### config.mk
export PLATFORM = sky130hd
export DESIGN_NAME = spi_cmd_ctrl
export DESIGN_NICKNAME = d
export VERILOG_FILES = /design/src/rtl/spi_cmd_ctrl.sv
export SDC_FILE = /design/constraint.sdc
export NUM_CORES = 1
export LEC_CHECK = 0
export ABC_AREA = 1
export BUFFER_PORTS_ARGS = -buffer_cell sky130_fd_sc_hd__buf_2
export CORE_MARGIN = 2
export CORE_UTILIZATION = 45
export DETAILED_ROUTE_END_ITERATION = 10
export PLACE_DENSITY = 0.88
export SYNTH_ARGS = -nofsm -noshare
export SYNTH_HDL_FRONTEND = slang
export SYNTH_SLANG_ARGS = --single-unit
### constraint.sdc
create_clock -name clk -period 1.3 [get_ports clk]
set_clock_uncertainty 0.1 [all_clocks]
set_input_delay 0.195 -clock clk [delete_from_list [all_inputs] [get_ports clk]]
set_output_delay 0.195 -clock clk [all_outputs]
set_load 0.1 [all_outputs]
### src/rtl/spi_cmd_ctrl.sv
// spi_cmd_ctrl: SPI command-byte decoder driving a simple register-file strobe interface.
// Optional burst mode (address auto-increment) is enabled by defining SPI_CMD_AUTOINC_EN.
`default_nettype none

module spi_cmd_ctrl #(
  parameter int ADDR_W = 6
) (
  input  logic              clk,
  input  logic              rst,
  input  logic              frame_active,
  input  logic              byte_sync,
  input  logic [7:0]        data_in,
  output logic [7:0]        data_out,
  output logic [ADDR_W-1:0] reg_addr,
  output logic [7:0]        reg_wdata,
  output logic              reg_wr,
  output logic              reg_rd,
  input  logic [7:0]        reg_rdata
);

  typedef enum logic [0:0] {
    S_CMD  = 1'b0,
    S_DATA = 1'b1
  } state_t;

  localparam logic [ADDR_W-1:0] ADDR_ONE = ADDR_W'(1);

  state_t state;
  state_t state_next;
  logic   rw_latched;
  logic   byte_valid;

  // Bytes that complete while chip select is already gone are not part of any frame.
  assign byte_valid = byte_sync & frame_active;

  always_ff @(posedge clk or posedge rst) begin
    if (rst) begin
      state <= S_CMD;
    end else begin
      state <= state_next;
    end
  end

  always_comb begin
    state_next = state;
    if (!frame_active) begin
      state_next = S_CMD;
    end else if (byte_sync) begin
      case (state)
        S_CMD:   state_next = S_DATA;
`ifdef SPI_CMD_AUTOINC_EN
        S_DATA:  state_next = S_DATA;
`else
        S_DATA:  state_next = S_CMD;
`endif
        default: state_next = S_CMD;
      endcase
    end
  end

  always_ff @(posedge clk or posedge rst) begin
    if (rst) begin
      rw_latched <= 1'b0;
      reg_addr   <= '0;
      reg_wdata  <= 8'h00;
      reg_wr     <= 1'b0;
      reg_rd     <= 1'b0;
      data_out   <= 8'h00;
    end else begin
      reg_wr <= 1'b0;
      reg_rd <= 1'b0;

      // Read data is combinational from the register file during the strobe cycle.
      if (reg_rd) begin
        data_out <= reg_rdata;
      end

`ifdef SPI_CMD_AUTOINC_EN
      // Writes post-increment so the strobe cycle still presents the target address.
      if (reg_wr) begin
        reg_addr <= reg_addr + ADDR_ONE;
      end
`endif

      if (byte_valid) begin
        case (state)
          S_CMD: begin
            rw_latched <= data_in[7];
            reg_addr   <= data_in[ADDR_W-1:0];
            reg_rd     <= ~data_in[7];
          end
          S_DATA: begin
            if (rw_latched) begin
              reg_wdata <= data_in;
              reg_wr    <= 1'b1;
            end else begin
`ifdef SPI_CMD_AUTOINC_EN
              // Prefetch the next location so it is ready for the following SPI byte.
              reg_addr <= reg_addr + ADDR_ONE;
              reg_rd   <= 1'b1;
`endif
            end
          end
          default: begin
            rw_latched <= 1'b0;
          end
        endcase
      end
    end
  end

endmodule

`default_nettype wire

==> results of run 1 <==
==> power by group <==
group | total, mW | leakage, nW | switching, mW | internal (mW)
Clock | 0.384 | 0.0210 | 0.213 | 0.171
Combinational | 2.35 | 0.576 | 1.56 | 0.791
Sequential | 1.20 | 0.326 | 0.213 | 0.990
==> flip-flops by register name (all words and copies together), names as in the netlist <==
register and cells:
reg_rd 1, reg_wr 1, state 1, data_out 8
reg_wdata 8, rw_latched 1, reg_addr 6
==> cells in the final DEF (no fill, tap or decap), types with 2 or more instances in the layout <==
cell type      instances
buf_12                24
buf_2                 19
buf_4                  2
clkbuf_4               3
dfrtp_1               25
dlygate4sd3_1         11
inv_1                  9
nand2_1               46
nand2_4                2
o21ai_0                8
o21ai_1                9
==> what timing repair did <==
item	CTS	global route
hold buffers	4	7
setup buffers	1	0
endpoints found under the setup margin	1	0
hold endpoints to repair	29	8
==> metrics by stage <==
step	cells	total power, mW
floorplan	105	2.571
global placement	176	3.498
detailed placement	176	3.544
CTS	185	3.935
global route	192	4.086
finish	192	3.935
==> cell type report <==
type | count | area, um^2
Multi-Input combinational cell | 69 | 335.3
Fill cell | 132 | 397.9
Timing Repair Buffer | 56 | 700.7
Clock buffer | 4 | 36.28
Sequential cell | 26 | 651.9
Tap cell | 28 | 35.03
Inverter | 9 | 33.78
==> per-layer routing <==
metal / track usage (%) / vias up / wire, um
met3: 4.598 / 4 / 184
met1: 23.75 / 429 / 968
met2: 41.03 / 41 / 1368
li1: - / 445 / -
met4: 6.579 / 0 / 25
met5: 0 / - / 0
==> cell families (layout without fill, tap and decap cells) <==
| kind of cell | count (synthesis) | in the layout | synth area share, % |
|---|---|---|---|
| compound gates | 17 | 17 | 8.303 |
| buf+inv | 10 | 69 | 3.784 |
| flops | 26 | 26 | 63.49 |
| simple gates | 52 | 52 | 24.42 |
==> worst max path at each step <==
stage / startpoint / to / slack [ns] / cells past startpoint
2_1_floorplan: data_out[0] / data_out[0] / 0.001 / 2
3_3_place_gp: state / reg_wdata[3] / 0.26 / 4
3_5_place_dp: state / reg_wdata[0] / 0.21 / 4
4_1_cts: data_out[0] / data_out[0] / 0.06 / 1
5_1_grt: reg_wdata[6] / reg_wdata[6] / 0.02 / 1
6_report: reg_addr[1] / reg_addr[1] / 0.06 / 1
==> results.py, run 1 <==
metrics = {
    "outcome": {
        "outcome": "finished, final reports clean",
    },
    "route": {
        "num_vias": 919,
        "drt_iter0_drc": 4,
        "drt.antenna.violating_nets": 0,
        "routedWlPerCell_um": 13.27,
        "wl_um": 2547,
        "vias_per_cell": 4.786,
        "drt_first_pass_iters": 4,
        "drc": 0,
    },
    "timing": {
        "final-max-slew-violation-count": 0,
        "relSlewSlack_pct": 80.51,
        "fmax_ghz": 0.8075,
        "period_minus_slack_ns": 1.238,
        "tightestPinTransition_ns": 0.2924,
        "fin_crit_sh_pct": 95.26,
        "setup_slack_ns": 0.06165,
        "timing.hold.ws_ns": 0.002890,
        "setup_viol": 0,
        "hold_viol_final": 0,
        "timing.setup.tns_ns": 0,
        "rsz0062_at_grt": "no",
    },
    "die": {
        "start_util_pct": 46.77,
        "die-width_um": 51.72,
        "die_h_um": 51.72,
        "rows": 17,
        "core-area_mm2": 0.002191,
        "ios": 44,
        "die-area_mm2": 0.002675,
    },
    "synth": {
        "ys_ff_latch": 26,
        "async_reset_ff_share_pct": 100.0,
        "synth.most_common_cell": "nand2_1",
        "netlist_instances": 105,
        "synth_area_mm2": 0.001025,
        "synthDistinctLibCells": 11,
        "synth-edff-count": 0,
        "synth_area_leader_cell": "dfrtp_1",
        "ys_warn_count": 0,
        "synth_common_cells": "46 x nand2_1, 26 x dfrtp_1, 9 x inv_1, 9 x o21ai_1, 8 x o21ai_0",
        "synth-main-ff-cell": "dfrtp_1",
        "synthDominantCellAreaShare_pct": 63.49,
        "synthTopCellsByArea": "dfrtp_1 63%, nand2_1 17%, o21ai_1 4.4%",
        "avgSynthCellArea_um2": 9.759,
        "synth_seq_area_share_pct": 63.49,
        "syn_nets": 125,
    },
    "placement": {
        "numPortBuffers": 43,
        "dpl_cell_area_mm2": 0.001639,
        "routabilityCongestion": 0.7643,
        "post-dp-hpwl_um": 1903,
        "dp_slack_ns": 0.2146,
    },
    "cts": {
        "cts_resized": 0,
        "cts_root_buf": "clkbuf_4",
        "cts_tree": "yes",
        "cts_made_buffers": 3,
        "path_clk_slew_ns": 0.12,
        "h-tree-depth": 1,
        "clock_path_buffers": 2,
        "cts_sinks": 26,
        "clock_latency_ns": 0.30,
    },
    "setup_path": {
        "r2r_slack_ns": 0.19,
        "path_delay_family": "flip-flops",
        "reg2regPathDepth": 4,
        "crit_type": "reg -> out",
        "crit_buf_inv": 1,
        "cp_max_fo": 2,
        "rr_startpoint": "state",
        "critPathSlowestCell": "dfrtp_1",
        "start_kind": "flop",
        "r2r_end": "reg_wdata[0]",
        "worstPathArrival_ns": 0.94,
        "crit_required_ns": 1.00,
        "crit_chain": "buf_12",
        "worst_setup_path_end_kind": "output pin",
        "max_stage_delay_ns": 0.44,
    },
    "cells_and_area": {
        "num_antenna_cells": 0,
        "areaGrowthSynthToFinish_pct": 74.97,
        "nets": 185,
        "fin_area_mm2": 0.001793,
        "drive_above_1_share_pct": 33.54,
        "finish.utilization_pct": 81.84,
    },
    "global_route": {
        "grt_start_max_net_pins": 25,
        "first_global_vias": 961,
        "grtUsageTotal_pct": 21.57,
        "grt_remaining_overflow": 0,
        "antenna_found_initial": 0,
        "grt_pass1_wl_um": 4229,
    },
    "pwr": {
        "vdd.ir_drop.worst_uv": 1798,
        "p_leak_nw": 0.9225,
        "powerDensity_mw_per_mm2": 2195,
    },
    "worst_hold_path": {
        "min_from": "reg_rdata[3]",
        "whs_path_depth": 3,
        "hold_path_class": "in -> reg",
        "hold_path_end": "data_out[3]",
    },
    "run": {
        "maxCapViolations": 0,
    },
}
No activity file was read; power rests on OpenSTA's default activity.
==> run 2, diff against run 1 <==
Settings changed: ABC_AREA 1 to default, CORE_UTILIZATION 45 to 44.
==> results.py, run 2 <==
metrics = {
    "die": {
        "die-width_um": 50.83,
        "start_util_pct": 47.71,
        "core-area_mm2": 0.002022,
        "die_h_um": 50.83,
        "die-area_mm2": 0.002583,
        "ios": 44,
        "rows": 16,
    },
    "placement": {
        "numPortBuffers": 43,
        "post-dp-hpwl_um": 1628,
        "dp_slack_ns": -0.003839,
        "routabilityCongestion": 0.7193,
    },
    "run": {
        "maxCapViolations": 0,
    },
    "route": {
        "wl_um": 2082,
        "drc": 0,
        "routedWlPerCell_um": 15.54,
        "vias_per_cell": 4.903,
        "num_vias": 657,
        "drt.antenna.violating_nets": 0,
        "drt_iter0_drc": 4,
        "drt_first_pass_iters": 2,
    },
    "synth": {
        "synthDistinctLibCells": 9,
        "avgSynthCellArea_um2": 16.92,
        "synth_seq_area_share_pct": 67.44,
        "synth_area_um2": 964.7,
        "synth_common_cells": "26 x dfrtp_1, 23 x mux2_2, 2 x inv_1",
        "ys_warn_count": 0,
        "synth-main-ff-cell": "dfrtp_1",
        "synth.most_common_cell": "dfrtp_1",
        "syn_nets": 77,
        "ys_ff_latch": 26,
        "synth-edff-count": 0,
        "synth_area_leader_cell": "dfrtp_1",
        "netlist_instances": 57,
        "synthTopCellsByArea": "dfrtp_1 67%, mux2_2 27%, nand4_2 1.3%",
        "synthDominantCellAreaShare_pct": 67.44,
        "async_reset_ff_share_pct": 100.0,
    },
    "cts": {
        "cts_sinks": 26,
        "cts_made_buffers": 3,
        "h-tree-depth": 1,
        "path_clk_slew_ns": 0.13,
        "clock_path_buffers": 2,
        "cts_root_buf": "clkbuf_4",
        "cts_tree": "yes",
        "clock_latency_ns": 0.30,
    },
    "setup_path": {
        "worst_setup_path_end_kind": "output pin",
        "crit_cells": 1,
        "crit_required_ns": 1.00,
        "path_delay_family": "flip-flops",
        "reg2regPathDepth": 2,
        "crit_chain": "buf_12",
        "cp_max_fo": 2,
        "start_kind": "flop",
        "max_stage_delay_ns": 0.51,
        "crit_buf_inv": 1,
        "crit_type": "reg -> out",
        "critPathSlowestCell": "dfrtp_4",
        "worstPathArrival_ns": 0.98,
    },
    "timing": {
        "fmax_ghz": 0.7847,
        "period_minus_slack_ns": 1.274,
        "setup_viol": 0,
        "relSlewSlack_pct": 78.99,
        "tightestPinTransition_ns": 0.3151,
        "fin_crit_sh_pct": 98.02,
        "setup_slack_ns": 0.02568,
        "hold_viol_final": 0,
        "timing.hold.ws_ns": 0.01125,
        "final-max-slew-violation-count": 0,
        "rsz0062_at_grt": "yes",
        "timing.setup.tns_ns": 0,
    },
    "cells_and_area": {
        "num_antenna_cells": 0,
        "layout_common_cells": "24 x buf_12, 21 x dfrtp_2, 19 x buf_2",
        "areaGrowthSynthToFinish_pct": 76.65,
        "drive_above_1_share_pct": 88.79,
        "layout_commonest_cell": "buf_12",
        "reg_top3": "data_out x8, reg_wdata x8, reg_addr x6",
        "nets": 128,
    },
    "global_route": {
        "grt_pass1_wl_um": 3746,
        "grt_start_max_net_pins": 27,
        "antenna_found_initial": 0,
        "grtUsageTotal_pct": 19.67,
        "grt_remaining_overflow": 0,
        "first_global_vias": 785,
    },
    "pwr": {
        "vdd.ir_drop.worst_uv": 1783,
        "powerDensity_mw_per_mm2": 2598,
        "finalPower_mw": 4.428,
        "p_leak_nw": 0.7824,
    },
    "outcome": {
        "outcome": "finished, final reports clean",
    },
    "worst_hold_path": {
        "whs_path_depth": 2,
        "hold_path_class": "in -> reg",
    },
}
run 2: routing by layer:
layer	GRT usage [%]	vias up	part of all wire, %
li1	-	298	-
met1	24.01	324	39
met2	35.31	35	53
met3	4.971	0	8.0
met4	4.054	0	0
met5	0	-	0
run 2: path summary, 6_finish.rpt:
path | slack (ns) | from | end
min | 0.01 | data_in[6] | reg_wdata[6]
max in group asynchronous | 0.45 | rst | reg_rd
max reg2reg | 0.07 | state | reg_addr[5]
min in group asynchronous | 0.38 | rst | data_out[3]
min reg2reg | 0.47 | data_out[1] | data_out[1]
max | 0.03 | reg_rd | reg_rd
run 2: power breakdown:
group / internal (mW) / switching [mW] / total [mW]
clock: 0.120 / 0.211 / 0.331
combinational: 1.03 / 1.77 / 2.79
sequential: 1.07 / 0.239 / 1.30
total: 2.21 / 2.22 / 4.43
run 2: metrics by stage:
stage	cells	cell area [um^2]	utilization, %
6_report	134	1704	84.28
5_1_grt	134	1704	84.28
4_1_cts	134	1695	83.85
3_5_place_dp	127	1633	80.76
3_3_place_gp	127	1633	80.76
2_1_floorplan	57	1027	-
run 2: area by class of cell:
type                            instances  area (um^2)
Clock buffer                            4        26.28
Fill cell                              97        317.8
Inverter                                2        7.507
Multi-Input combinational cell         28        345.3
Sequential cell                        26        680.7
Tap cell                               27        33.78
Timing Repair Buffer                   47        610.6
run 2: cell families (layout without fill, tap and decap cells):
| family | count (synthesis) | in the layout | synth area share, % |
|---|---|---|---|
| xor gates and xnor gates | 1 | 1 | 0.9081 |
| and+or+nand+nor | 4 | 4 | 3.502 |
| muxes | 23 | 23 | 26.85 |
| buffers and inverters | 3 | 53 | 1.297 |
| DFF | 26 | 26 | 67.44 |
run 2: repair_timing:
| action | 4_1_cts | 5_1_grt |
|---|---|---|
| buffers inserted | 1 | 0 |
| hold buffers | 2 | 0 |
| endpoints found under the setup margin | 4 | 9 |
| endpoints found under the hold margin | 27 | 0 |
| gates cloned | 0 | 0 |
| resized for setup | 1 | 1 |
